## src/rtl/spi_slave_rx_if.sv

```systemverilog
// SPI receive-side bundle: the three master-driven lines plus the
// word/status outputs of the receiver.
interface spi_slave_rx_if #(
    parameter int DATA_W = 8
);
    logic              cs;
    logic              scl;
    logic              sda;
    logic [DATA_W-1:0] data_out;
    logic              valid;
    logic              busy;
    logic              frame_err;
    logic [7:0]        byte_cnt;

    // The SPI master drives the lines and observes the receiver status.
    modport master (
        output cs, scl, sda,
        input  data_out, valid, busy, frame_err, byte_cnt
    );

    // The receiver consumes the lines and produces the status.
    modport slave (
        input  cs, scl, sda,
        output data_out, valid, busy, frame_err, byte_cnt
    );
endinterface

```

## src/rtl/spi_slave_rx.sv

```systemverilog
// SPI slave receiver: synchronizes cs/scl/sda into clk, rebuilds MSB-first
// words, strobes valid per word and flags frames aborted mid-word.
module spi_slave_rx #(
    parameter int DATA_W      = 8,
    parameter bit SAMPLE_RISE = 1'b1
) (
    input  logic          clk,
    input  logic          reset,
    spi_slave_rx_if.slave bus
);

    localparam int CNT_W = $clog2(DATA_W + 1);

    typedef enum logic {
        ST_IDLE  = 1'b0,
        ST_SHIFT = 1'b1
    } state_t;

    // Synchronizer chains (s3 only where an edge is needed).
    logic cs_s1_q, cs_s2_q, cs_s3_q;
    logic scl_s1_q, scl_s2_q, scl_s3_q;
    logic sda_s1_q, sda_s2_q;

    // Receiver state.
    state_t            state_q, state_d;
    logic [DATA_W-1:0] sr_q, sr_d;
    logic [CNT_W-1:0]  bit_cnt_q, bit_cnt_d;
    logic [DATA_W-1:0] data_out_q, data_out_d;
    logic              valid_q, valid_d;
    logic              busy_q, busy_d;
    logic              frame_err_q, frame_err_d;
    logic [7:0]        byte_cnt_q, byte_cnt_d;

    // After reset the sync chains hold the idle level 1 for two cycles, so a
    // cs held low through reset would look like a fresh fall. settle counts
    // those cycles; armed is set only once a genuine high cs is observed.
    logic [1:0]        settle_q, settle_d;
    logic              armed_q, armed_d;

    logic sample_edge;
    logic cs_rise;

    assign sample_edge = SAMPLE_RISE ? (scl_s2_q & ~scl_s3_q) : (~scl_s2_q & scl_s3_q);
    assign cs_rise     = cs_s2_q & ~cs_s3_q;

    // Next-state logic for the frame/word assembly state machine.
    always_comb begin
        state_d     = state_q;
        sr_d        = sr_q;
        bit_cnt_d   = bit_cnt_q;
        data_out_d  = data_out_q;
        valid_d     = 1'b0;
        busy_d      = busy_q;
        frame_err_d = 1'b0;
        byte_cnt_d  = byte_cnt_q;
        settle_d    = settle_q;
        armed_d     = armed_q;

        if (settle_q != 2'd2) begin
            settle_d = settle_q + 2'd1;
        end
        if ((settle_q == 2'd2) && cs_s2_q) begin
            armed_d = 1'b1;
        end

        case (state_q)
            ST_IDLE: begin
                if (armed_q && !cs_s2_q) begin
                    state_d    = ST_SHIFT;
                    sr_d       = '0;
                    bit_cnt_d  = '0;
                    byte_cnt_d = 8'd0;
                    busy_d     = 1'b1;
                end
            end
            ST_SHIFT: begin
                // A cs rise wins over a coincident sample edge.
                if (cs_rise) begin
                    state_d     = ST_IDLE;
                    busy_d      = 1'b0;
                    frame_err_d = (bit_cnt_q != '0);
                end else if (sample_edge) begin
                    sr_d = {sr_q[DATA_W-2:0], sda_s2_q};
                    if (bit_cnt_q == CNT_W'(DATA_W - 1)) begin
                        data_out_d = sr_d;
                        valid_d    = 1'b1;
                        bit_cnt_d  = '0;
                        byte_cnt_d = (byte_cnt_q == 8'hFF) ? byte_cnt_q : byte_cnt_q + 8'd1;
                    end else begin
                        bit_cnt_d = bit_cnt_q + CNT_W'(1);
                    end
                end
            end
            default: begin
                state_d = ST_IDLE;
                busy_d  = 1'b0;
            end
        endcase
    end

    // All registers: sync chains reset to idle-high, everything else to zero.
    always_ff @(posedge clk or posedge reset) begin
        if (reset) begin
            cs_s1_q     <= 1'b1;
            cs_s2_q     <= 1'b1;
            cs_s3_q     <= 1'b1;
            scl_s1_q    <= 1'b1;
            scl_s2_q    <= 1'b1;
            scl_s3_q    <= 1'b1;
            sda_s1_q    <= 1'b1;
            sda_s2_q    <= 1'b1;
            state_q     <= ST_IDLE;
            sr_q        <= '0;
            bit_cnt_q   <= '0;
            data_out_q  <= '0;
            valid_q     <= 1'b0;
            busy_q      <= 1'b0;
            frame_err_q <= 1'b0;
            byte_cnt_q  <= 8'd0;
            settle_q    <= 2'd0;
            armed_q     <= 1'b0;
        end else begin
            cs_s1_q     <= bus.cs;
            cs_s2_q     <= cs_s1_q;
            cs_s3_q     <= cs_s2_q;
            scl_s1_q    <= bus.scl;
            scl_s2_q    <= scl_s1_q;
            scl_s3_q    <= scl_s2_q;
            sda_s1_q    <= bus.sda;
            sda_s2_q    <= sda_s1_q;
            state_q     <= state_d;
            sr_q        <= sr_d;
            bit_cnt_q   <= bit_cnt_d;
            data_out_q  <= data_out_d;
            valid_q     <= valid_d;
            busy_q      <= busy_d;
            frame_err_q <= frame_err_d;
            byte_cnt_q  <= byte_cnt_d;
            settle_q    <= settle_d;
            armed_q     <= armed_d;
        end
    end

    assign bus.data_out  = data_out_q;
    assign bus.valid     = valid_q;
    assign bus.busy      = busy_q;
    assign bus.frame_err = frame_err_q;
    assign bus.byte_cnt  = byte_cnt_q;

endmodule

```

## src/flat_wrapper.sv

```systemverilog
// flat-port wrapper written by rule: the top's interface ports become plain ports
module spi_slave_rx_flat 
#(
    parameter int DATA_W      = 8,
    parameter bit SAMPLE_RISE = 1'b1
)
  (clk, reset, bus_cs, bus_scl, bus_sda, bus_data_out, bus_valid, bus_busy, bus_frame_err, bus_byte_cnt);
  spi_slave_rx_if #(.DATA_W(DATA_W)) bus_i ();
  input  logic clk;
  input  logic reset;
  input wire logic [$bits(bus_i.cs)-1:0] bus_cs;
  input wire logic [$bits(bus_i.scl)-1:0] bus_scl;
  input wire logic [$bits(bus_i.sda)-1:0] bus_sda;
  output wire logic [$bits(bus_i.data_out)-1:0] bus_data_out;
  output wire logic [$bits(bus_i.valid)-1:0] bus_valid;
  output wire logic [$bits(bus_i.busy)-1:0] bus_busy;
  output wire logic [$bits(bus_i.frame_err)-1:0] bus_frame_err;
  output wire logic [$bits(bus_i.byte_cnt)-1:0] bus_byte_cnt;
  assign bus_i.cs = bus_cs;
  assign bus_i.scl = bus_scl;
  assign bus_i.sda = bus_sda;
  assign bus_data_out = bus_i.data_out;
  assign bus_valid = bus_i.valid;
  assign bus_busy = bus_i.busy;
  assign bus_frame_err = bus_i.frame_err;
  assign bus_byte_cnt = bus_i.byte_cnt;
  spi_slave_rx #(.DATA_W(DATA_W), .SAMPLE_RISE(SAMPLE_RISE)) u_core (.clk(clk), .reset(reset), .bus(bus_i));
endmodule
```

## config.mk

```make
export PLATFORM = sky130hd
export DESIGN_NAME = spi_slave_rx_flat
export DESIGN_NICKNAME = d
export VERILOG_FILES = /design/src/rtl/spi_slave_rx_if.sv /design/src/rtl/spi_slave_rx.sv /design/src/flat_wrapper.sv
export SDC_FILE = /design/constraint.sdc
export NUM_CORES = 1
export LEC_CHECK = 0
export BUFFER_PORTS_ARGS = -buffer_cell sky130_fd_sc_hd__buf_2
export CORE_ASPECT_RATIO = 1.75
export CORE_MARGIN = 2
export CORE_UTILIZATION = 40
export CTS_BUF_LIST = sky130_fd_sc_hd__clkbuf_16
export CTS_CLUSTER_DIAMETER = 30
export DETAILED_ROUTE_END_ITERATION = 10
export HOLD_SLACK_MARGIN = 0.03
export SYNTH_ARGS = -nofsm -noshare
export SYNTH_HDL_FRONTEND = slang
export SYNTH_SLANG_ARGS = --single-unit
```

## constraint.sdc

```tcl
create_clock -name clk -period 3.2 [get_ports clk]
set_clock_uncertainty 0.2 [all_clocks]
set_input_delay 0.64 -clock clk [delete_from_list [all_inputs] [get_ports clk]]
set_output_delay 0.64 -clock clk [all_outputs]
set_load 0.005 [all_outputs]
```

Word-level counts from Yosys, hierarchy flattened
Index checks and enable logic that the tools add are counted.
- bits in registers: 42
- output and inout port bits: 19
- add/sub/neg operators: 3
- equal/unequal tests: 10
- mux-type cells: 26
- bitwise gates (word level): 6
- reductions and logical operators: 8
- operators with widths (cell ; number):
    8-bit two-way mux ; 5
    4-bit two-way mux ; 4
    8-bit one-hot mux with 2 select lines ; 1
    7-bit two-way mux ; 2
    7-bit one-hot mux with 2 select lines ; 1
    2-bit != test, second input constant ; 6
    1-bit two-way mux ; 10
    8-bit by 1-bit adder with 8-bit output, second input constant ; 1
    8-bit == test, second input constant ; 1
    4-bit one-hot mux with 2 select lines ; 1
    5-bit AND reduction ; 1
    4-bit by 1-bit adder with 4-bit output, second input constant ; 1
    4-bit by 3-bit == test with 1-bit output, second input constant ; 1
    1-bit NOT ; 4
    1-bit one-hot mux with 2 select lines ; 2
    4-bit AND reduction ; 1
    4-bit nonzero test ; 1
    3-bit AND reduction ; 1
    2-bit by 1-bit adder with 2-bit output, second input constant ; 1
    1-bit AND ; 2
    2-bit == test, second input constant ; 1
    1-bit logical AND ; 2
    2-bit by 1-bit != test with 1-bit output, second input constant ; 1
    2-bit AND reduction ; 1
    1-bit logical NOT ; 1

Logic depth before layout (Yosys ltp)
Gate-level depths: netlist of run 1.
- depth in word-level cells: 6
- depth in mapped cells: 6
- mapped depth without buffers: 5

Worst setup path before layout of run 1
Ideal clock, no wire load.
- path kind: register to register
- start: reg u_core.cs_s3_q
- end: reg u_core.data_out_q[0] (netlist: u_core.bus.data_out[0])
- arrival time: 1.517 ns
- data required time: 2.875 ns
- setup slack: 1.358 ns
- stages on the path, launching flop included: 6
- cell sequence: dfstp_2 > nand2b_2 > and4_4 > and4b_1 > buf_6 > mux2_2
- longest elaborated chain between the ends: 4
- ends and longest elaborated chain (what ; RTL line ; source):
    start, declared ; spi_slave_rx.sv:20 ; logic cs_s1_q, cs_s2_q, cs_s3_q;
    start signal, assigned ; spi_slave_rx.sv:125 ; cs_s3_q <= cs_s2_q;
    1-bit NOT ; spi_slave_rx.sv:44 ; assign cs_rise = cs_s2_q & ~cs_s3_q;
    1-bit AND ; spi_slave_rx.sv:44 ;
    1-bit NOT (no source line) ; - ;
    4-bit AND reduction (no source line) ; - ;
    end signal, assigned ; spi_slave_rx.sv:134 ; data_out_q <= data_out_d;
    end, declared ; spi_slave_rx.sv:28 ; logic [DATA_W-1:0] data_out_q, data_out_d;
Every way passes these cells.
A chain may end at the register's enable or synchronous reset.

Final worst setup path of run 1
- start: reg u_core.state_q
- end: reg u_core.data_out_q[1] (netlist: u_core.bus.data_out[1])
- longest elaborated chain between the ends: 1
- ends and longest elaborated chain (what ; RTL line ; source):
    start, declared ; spi_slave_rx.sv:25 ; state_t state_q, state_d;
    start signal, assigned ; spi_slave_rx.sv:131 ; state_q <= state_d;
    4-bit AND reduction (no source line) ; - ;
Every way passes these cells.

==> metrics, run 1 <==
status complete, no violations; syn avg cell area 12.7 um2; number of post-CTS setup repair buffers 0; die area 5080 um2; Synth Register Bits 42; Synth Instances 142; final hold viol count 0; Post-Syn Nets 151; Die Y 92.8 um; Reg-to-Reg Start u_core.state_q$_DFF_PP0_; largest net degree at the start of global routing 43; WL/cell 14.3 um; crit end category flop; max cap viols 0; antenna cells 0; static leakage 0.986 nW; total length of routed met2 wires 1630 um; I/O Buffers 23; Synth Area in XOR/XNOR 0.486%; Least-Margin Pin Slew 0.616 ns; first-pass GRT wire length 5540 um; relative slew slack 58.9%; Synth Area in Compound Gates 17.7%; Die Wd 54.7 um; dpl ws 0.874 ns; Hold Crit Class reg -> reg; nets@finish 177; remaining global-route overflow 0; unrepaired setup endpoints after global routing no; setup violators final 0; Initial DRC Count 19; Tmin final 2.31 ns; CTS Sinks 42; share of layout cells above drive strength 1 33.1%; Area growth syn-to-layout 16.2%; CTS Buf Count 5; adder-cell share of the synthesized area 2.78%; fin area 2090 um2; PD cells 610 nW/um2; Vias per Instance 5.44; Skew-Pair Late Insertion Delay 0.28 ns; total power 1.28 mW; mux cell area share after synthesis 5.00%; WL met3 123 um; First-pass DRT Iterations 5; Post-Synth Simple-Gate Area 11.7%; I/O pin count 24; number of global-route vias before repair 1180; TNS Setup 0 ns; vias post-DR 1197; post-synthesis sequential area ratio 58.9%; post-route ant nets 0; main combinational cell family by area after synthesis compound AO/OA/AOI/OAI gates; arrival time worst endpoint 2.28 ns; CP Class reg -> reg; yosys warns 0; CP startpoint u_core.state_q$_DFF_PP0_; htree depth 2; Final WS setup 0.889 ns; CTS tree done; Post-Route WL 3150 um; Initial Util 41.3%; GRT Overall Usage 14.9%; CP Max Fanout 17; fmax 0.433 GHz; fin crit share 72.2%; hold_sp u_core.sda_s1_q$_DFF_PP1_; clock root cell clkbuf_16; Post-DP Area 1950 um2; number of core rows 32; Critical Path RT 3.17 ns; Pins Over Slew Limit 0; synth unique cells 37; Clock Tree Buf Depth 2; Max IR drop VDD 327 uV; Highest Signal Layer met4; Startpoint Class flop; Post-route DRC 0; Placer Congestion 0.722; hold buffers post-CTS 0; Mapped Area 1800 um2; WL met1 1320 um; DP HPWL 2150 um; Worst-path clk slew 0.06 ns; Post-CTS Resized 0; initial antenna violation count 0; Core Region 4360 um2
cells in the final DEF (no fill, tap or decap), types with 2 or more instances in the layout:
cell / n
a21oi_1: 2
a22o_1: 8
and2_1: 2
buf_2: 23
clkbuf_16: 5
dfrtp_1: 34
dfstp_2: 8
ha_1: 4
inv_1: 9
mux2_2: 8
nand2_1: 10
nand2b_1: 2
nand3_1: 5
nand4_1: 2
nor2_1: 6
o21ai_0: 13
o221ai_1: 2
o31ai_1: 4
o31ai_2: 2
or4_1: 2
power breakdown:
| group | internal [mW] | switching (mW) | leakage (nW) |
|---|---|---|---|
| logic | 0.0705 | 0.0831 | 0.385 |
| registers | 0.589 | 0.0594 | 0.528 |
| clock network | 0.283 | 0.191 | 0.0724 |
critical path: stages, from the launching register on:
cell,delay (ns)
dfrtp_1,0.73
and4_4,0.43
and4b_1,0.45
mux2_2,0.38
layer usage:
layer	vias to the layer above	GRT usage [%]
met5	-	0
li1	569	-
met4	0	8.13
met2	27	24.1
met1	595	17.5
met3	6	3.39
layout make-up:
type	count	area [um2]
well taps	51	63.8
clock buffers	5	125
inverters	7	26.3
clock inverters	3	15.0
flip-flops and latches	42	1060
repair buffers	24	123
multi-input cells	88	679
fillers	402	2270
synth_stat cells (all sizes together):
cell | count | area share, %
nand2 | 10 | 2.1
dfstp | 8 | 12
nand3b | 1 | 0.42
a21oi | 2 | 0.56
nor3b | 1 | 1.0
o221ai | 2 | 0.97
dfrtp | 34 | 47
xnor2 | 1 | 0.49
o31ai | 6 | 3.1
or2 | 1 | 0.35
o2bb2ai | 1 | 0.83
mux2 | 8 | 5.0
nand4 | 2 | 0.69
or3 | 1 | 0.62
buf | 3 | 1.5
a41oi | 1 | 1.5
a32o | 1 | 0.56
nand3 | 5 | 1.4
ha | 4 | 2.8
or4 | 2 | 0.83
a22o | 8 | 3.9
a41o | 1 | 0.56
clkbuf | 2 | 0.42
and4b | 1 | 0.56
nand2b | 3 | 1.2
a21o | 1 | 0.42
and2 | 2 | 0.69
and4 | 1 | 0.62
o41ai | 1 | 0.90
o21a | 1 | 0.42
o21ai | 13 | 3.6
a211oi | 1 | 0.42
nor2 | 6 | 1.2
inv | 7 | 1.5
registers in the layout, indices dropped and copies added (netlist names), 2 cells and up:
signal / count
u_core.bit_cnt_q: 4
u_core.bus.data_out: 8
u_core.bus.byte_cnt: 8
u_core.sr_q: 7
u_core.settle_q: 2
cell families (layout without fill, tap and decap cells):
group / after synthesis / in the layout
xor gates and xnor gates: 1 / 1
and+or+nand+nor: 36 / 36
AOI/OAI and AO/OA: 39 / 39
muxes: 8 / 8
adders and majority gates: 4 / 4
buffers and inverters: 12 / 39
DFF: 42 / 42
through the flow:
step	hold slack [ns]	std cells	utilization (%)
finish	0.155	220	48.0
global route	0.163	220	48.0
CTS	0.158	220	48.0
detailed placement	0.149	212	44.8
global placement	0.146	212	44.8
floorplan	0.145	142	-
path summary, 6_finish.rpt:
path | endpoint | slack (ns) | cells after the start
max reg2reg | u_core.bus.data_out[1]$_DFFE_PP0P_ | 0.89 | 3
max in group asynchronous | u_core.sda_s1_q$_DFF_PP1_ | 2.16 | 3
min in group asynchronous | u_core.settle_q[0]$_DFFE_PP0P_ | 0.28 | 3
min | u_core.sda_s2_q$_DFF_PP1_ | 0.15 | 0
max | u_core.bus.data_out[1]$_DFFE_PP0P_ | 0.89 | 3
min reg2reg | u_core.sda_s2_q$_DFF_PP1_ | 0.15 | 0
(Power assumes the default switching activity.)
==> inputs of run 2 (changes only) <==
- clock period: 3.2 -> 2 ns (I/O delays scaled with it)
==> run 2 against run 1 <==
Effect of this change:
- combinational power is 81% higher
- register-to-register slack worse by 0.79 ns
- design area is 6.7% higher
- critical endpoint is now u_core.bus.data_out[5]$_DFFE_PP0P_
- largest cell class unchanged
==> metrics, run 2 (synthesis results as in run 1) <==
status complete, no violations; WL/cell 14.9 um; Reg-to-Reg Start u_core.cs_s3_q$_DFF_PP1_; non-filler cells, final 234; cell family with most CP delay simple AND/OR/NAND/NOR gates; fmax 0.526 GHz; Critical Path RT 1.97 ns; final hold viol count 0; commonest cells after routing, fill and taps aside dfrtp_1, buf_2, o21ai_0, buf_4, nand2_1; Initial DRC Count 34; crit path cell chain nand2b_2 -> and4_4 -> and4b_1 -> buf_4 -> mux2_2; CP Max Fanout 9; crit end category flop; clock root cell clkbuf_16; fin crit share 95.0%; DP HPWL 2430 um; Core Region 4360 um2; initial antenna violation count 0; Pins Over Slew Limit 0; nets@finish 191; vias post-DR 1271; GRT Overall Usage 16.4%; Worst R2R End u_core.bus.data_out[5]$_DFFE_PP0P_; Tmin final 1.90 ns; largest net degree at the start of global routing 43; post-route ant nets 0; setup violators final 0; PD cells 984 nW/um2; TNS Setup 0 ns; max cap viols 0; Startpoint Class flop; Max IR drop VDD 770 uV; CP Class reg -> reg; Final WS setup 0.100 ns; static leakage 1.06 nW; worst r2r path cells 5; Post-route DRC 0; first-pass GRT wire length 5930 um; remaining global-route overflow 0; Slowest Stage Delay on Critical Path 0.51 ns; number of core rows 32; CTS Sinks 42; dpl ws 0.0886 ns; CTS tree done; CTS Buf Count 5; I/O Buffers 23; First-pass DRT Iterations 4; Placed Cells 221; arrival time worst endpoint 1.87 ns; Area growth syn-to-layout 24.0%; unrepaired setup endpoints after global routing no; Skew-Pair Late Insertion Delay 0.28 ns; CP max stage cell dfstp_2; die area 5080 um2; Placer Congestion 0.771; antenna cells 0; Initial Util 41.3%; WP buf/inv 1; relative slew slack 65.8%; Die Wd 54.7 um; htree depth 2; commonest non-fill, non-tap cell in the layout dfrtp_1; Clock Tree Buf Depth 2; Hold Crit Class in -> async; Vias per Instance 5.43; Die Y 92.8 um; Least-Margin Pin Slew 0.513 ns; Worst R2R Setup Slack 0.10 ns; Worst-path clk slew 0.06 ns; I/O pin count 24; number of global-route vias before repair 1298; share of layout cells above drive strength 1 37.2%; Post-Route WL 3490 um
run 2: cell count changes in the layout (fill, tap and decap cells not counted):
cell	delta
o31ai_2	+1
dlygate4sd3_1	+3
o21ai_0	-1
o21ai_1	+1
bufinv_16	+1
clkinvlp_4	-1
o31ai_1	-1
buf_4	+11
run 2: worst max path at each step:
stage	start	to	cells past startpoint
after floorplan	u_core.cs_s3_q$_DFF_PP1_	u_core.bus.data_out[0]$_DFFE_PP0P_	5
after global placement	u_core.cs_s3_q$_DFF_PP1_	u_core.bus.data_out[5]$_DFFE_PP0P_	5
after detailed placement	u_core.cs_s3_q$_DFF_PP1_	u_core.bus.data_out[5]$_DFFE_PP0P_	5
after CTS	u_core.cs_s3_q$_DFF_PP1_	u_core.bus.data_out[5]$_DFFE_PP0P_	5
after global routing	u_core.cs_s3_q$_DFF_PP1_	u_core.bus.data_out[1]$_DFFE_PP0P_	5
final	u_core.cs_s3_q$_DFF_PP1_	u_core.bus.data_out[5]$_DFFE_PP0P_	5
run 2: per-stage QoR:
| step | util, % | area, um2 | power [mW] | hold slack, ns |
|---|---|---|---|---|
| 2_1_floorplan | - | 1800 | 1.21 | 0.145 |
| 3_3_place_gp | 46.3 | 2020 | 1.31 | 0.147 |
| 3_5_place_dp | 46.3 | 2020 | 1.32 | 0.149 |
| 4_1_cts | 50.7 | 2210 | 2.22 | 0.0609 |
| 5_1_grt | 51.2 | 2230 | 2.32 | 0.101 |
| 6_report | 51.2 | 2230 | 2.20 | 0.0425 |
run 2: routing by layer:
metal | GRT usage (%) | vias up | share of wire (%)
met5 | 0 | - | 0
met4 | 7.50 | 0 | 2.1
met3 | 4.35 | 6 | 4.5
met2 | 28.0 | 29 | 52
met1 | 18.0 | 635 | 41
li1 | - | 601 | -
run 2: worst reg2reg max path: stages, from the launching register on:
cell      delay [ns]
dfstp_2         0.51
nand2b_2        0.15
and4_4          0.23
and4b_1         0.18
buf_4           0.18
mux2_2          0.35
run 2: layout make-up:
class	count	area (um2)
timing repair buffer	38	235
tap	51	63.8
multi-input combinational	88	684
inverter	7	26.3
fill	402	2130
clock inverter	3	37.5
sequential	42	1060
clock buffer	5	125
run 2: repair_timing:
action,4_1_cts,5_1_grt
hold buffers,3,0
buffers inserted,0,2
endpoints found under the hold margin,3,0
setup endpoints to repair,0,4
resized for setup,0,2
run 2: report_power, final:
group	switching, mW	total [mW]	leakage [nW]	internal (mW)
combinational	0.145	0.279	0.449	0.134
sequential	0.0905	1.03	0.528	0.943
clock	0.305	0.884	0.0864	0.579
==> inputs of run 3 (changes only) <==
- BUFFER_PORTS_ARGS: -buffer_cell sky130_fd_sc_hd__buf_2 -> unset
- DONT_BUFFER_PORTS: unset -> 1
==> run 3 against run 2 <==
Effect of this change:
- utilization fell by 3.4 points
- power down 6.8%
- worst hold slack improved by 0.11 ns
- routed wire length decreased by 2.1%
- sequential cell count is the same
- critical path depth is the same
- sequential share of layout area is 3.4 points higher
- via count decreased by 8.6%
- combinational power is 11% lower
- die area unchanged
- first-iteration DRC count is 26% lower
- critical endpoint is now u_core.bus.data_out[7]$_DFFE_PP0P_
- highest routed layer unchanged
==> metrics, run 3 (synthesis results as in run 1) <==
status complete, no violations; WL/cell 16.4 um; antenna cells 0; htree depth 2; Core Region 4360 um2; Placed Cells 197; unrepaired setup endpoints after global routing no; fmax 0.522 GHz; clock root cell clkbuf_16; Area growth syn-to-layout 15.6%; register share of total power 50.9%; CTS Buf Count 5; Sw Ratio 26.3%; number of core rows 32; post-route ant nets 0; cell family with most CP delay simple AND/OR/NAND/NOR gates; I/O Buffers 0; WP buf/inv 1; Max IR drop VDD 801 uV; remaining global-route overflow 0; crit end category flop; crit path cell chain nand2b_4 -> and4_4 -> and4b_1 -> buf_4 -> mux2_2; Tmin final 1.91 ns; I/O pin count 24; Least-Margin Pin Slew 0.531 ns; Startpoint Class flop; Slowest Stage Delay on Critical Path 0.51 ns; CTS tree done; CP max stage cell dfstp_2; Skew-Pair Late Insertion Delay 0.28 ns; number of post-CTS setup repair buffers 0; Hold Crit Class reg -> reg; Post-route DRC 0; setup violators final 0; Initial Util 41.3%; vias post-DR 1162; DP HPWL 2350 um; die area 5080 um2; multi-input logic area 684 um2; First-pass DRT Iterations 4; fin util 47.7%; largest net degree at the start of global routing 43; Min Hold Slack 0.154 ns; TNS Setup 0 ns; register area 1060 um2; Die Wd 54.7 um; Initial DRC Count 25; CP Class reg -> reg; commonest cells after routing, fill and taps aside dfrtp_1, o21ai_0, nand2_1, inv_1, buf_4; commonest non-fill, non-tap cell in the layout dfrtp_1; nets@finish 166; fin crit share 95.7%; Vias per Instance 5.56; Pins Over Slew Limit 0; Switch Pwr 0.539 mW; arrival time worst endpoint 1.88 ns; Post-Route WL 3420 um; relative slew slack 64.6%; non-filler cells, final 209; max cap viols 0; Die Y 92.8 um; clock network fraction of design power 37.0%; Placer Congestion 0.794; PD cells 983 nW/um2; first-pass GRT wire length 5520 um; CP Max Fanout 9; P_int 1.51 mW; number of global-route vias before repair 1202; initial antenna violation count 0; Worst-path clk slew 0.06 ns; Clock Tree Buf Depth 2; GRT Overall Usage 15.1%; share of layout cells above drive strength 1 25.9%; Gate power share 12.1%; final hold viol count 0; static leakage 0.928 nW; CTS Sinks 42; Critical Path RT 1.97 ns; fillers 380
-- run 3: final timing paths --
kind	startpoint	end	slack, ns	cells past startpoint
max in group asynchronous	reset	u_core.cs_s2_q$_DFF_PP1_	0.72	3
setup reg to reg	u_core.cs_s3_q$_DFF_PP1_	u_core.bus.data_out[7]$_DFFE_PP0P_	0.09	5
min in group asynchronous	reset	u_core.settle_q[1]$_DFFE_PP0P_	0.50	3
hold / removal	u_core.cs_s1_q$_DFF_PP1_	u_core.cs_s2_q$_DFF_PP1_	0.15	0
hold reg to reg	u_core.cs_s1_q$_DFF_PP1_	u_core.cs_s2_q$_DFF_PP1_	0.15	0
setup / recovery	u_core.cs_s3_q$_DFF_PP1_	u_core.bus.data_out[7]$_DFFE_PP0P_	0.09	5
-- run 3: final cells by class --
class	instances	area share, %
flip-flops and latches	42	50.9
multi-input cells	88	32.9
clock buffers	5	6.01
clock inverters	3	0.721
repair buffers	13	5.17
well taps	51	3.06
inverters	7	1.26
-- run 3: timing repair --
item / in CTS / in global routing
endpoints found under the hold margin: 37 / 0
endpoints found under the setup margin: 0 / 8
hold buffers: 4 / 0
resized for setup: 0 / 1
-- run 3: power groups by stage --
| stage | Combinational (mW) | Clock, mW | Sequential [mW] |
|---|---|---|---|
| after CTS | 0.254 | 0.780 | 1.04 |
| after detailed placement | 0.247 | 0 | 1.06 |
| final | 0.248 | 0.758 | 1.04 |
| after global routing | 0.284 | 0.806 | 1.06 |
| after global placement | 0.228 | 0 | 1.05 |
| after floorplan | 0.180 | 0 | 1.03 |
-- run 3: metal layers --
layer / vias to the layer above / wire length [um] / GRT usage [%]
li1: 546 / - / -
met1: 587 / 1450 / 17.6
met2: 25 / 1770 / 24.7
met3: 4 / 147 / 4.19
met4: 0 / 50 / 6.46
met5: - / 0 / 0
-- run 3: per-stage QoR --
| step | power (mW) | setup slack (ns) | cell area, um2 |
|---|---|---|---|
| 2_1_floorplan | 1.21 | 0.158 | 1800 |
| 3_3_place_gp | 1.28 | 0.0804 | 1900 |
| 3_5_place_dp | 1.30 | 0.0364 | 1900 |
| 4_1_cts | 2.08 | 0.0280 | 2080 |
| 5_1_grt | 2.15 | 0.00250 | 2080 |
| 6_report | 2.05 | 0.0857 | 2080 |
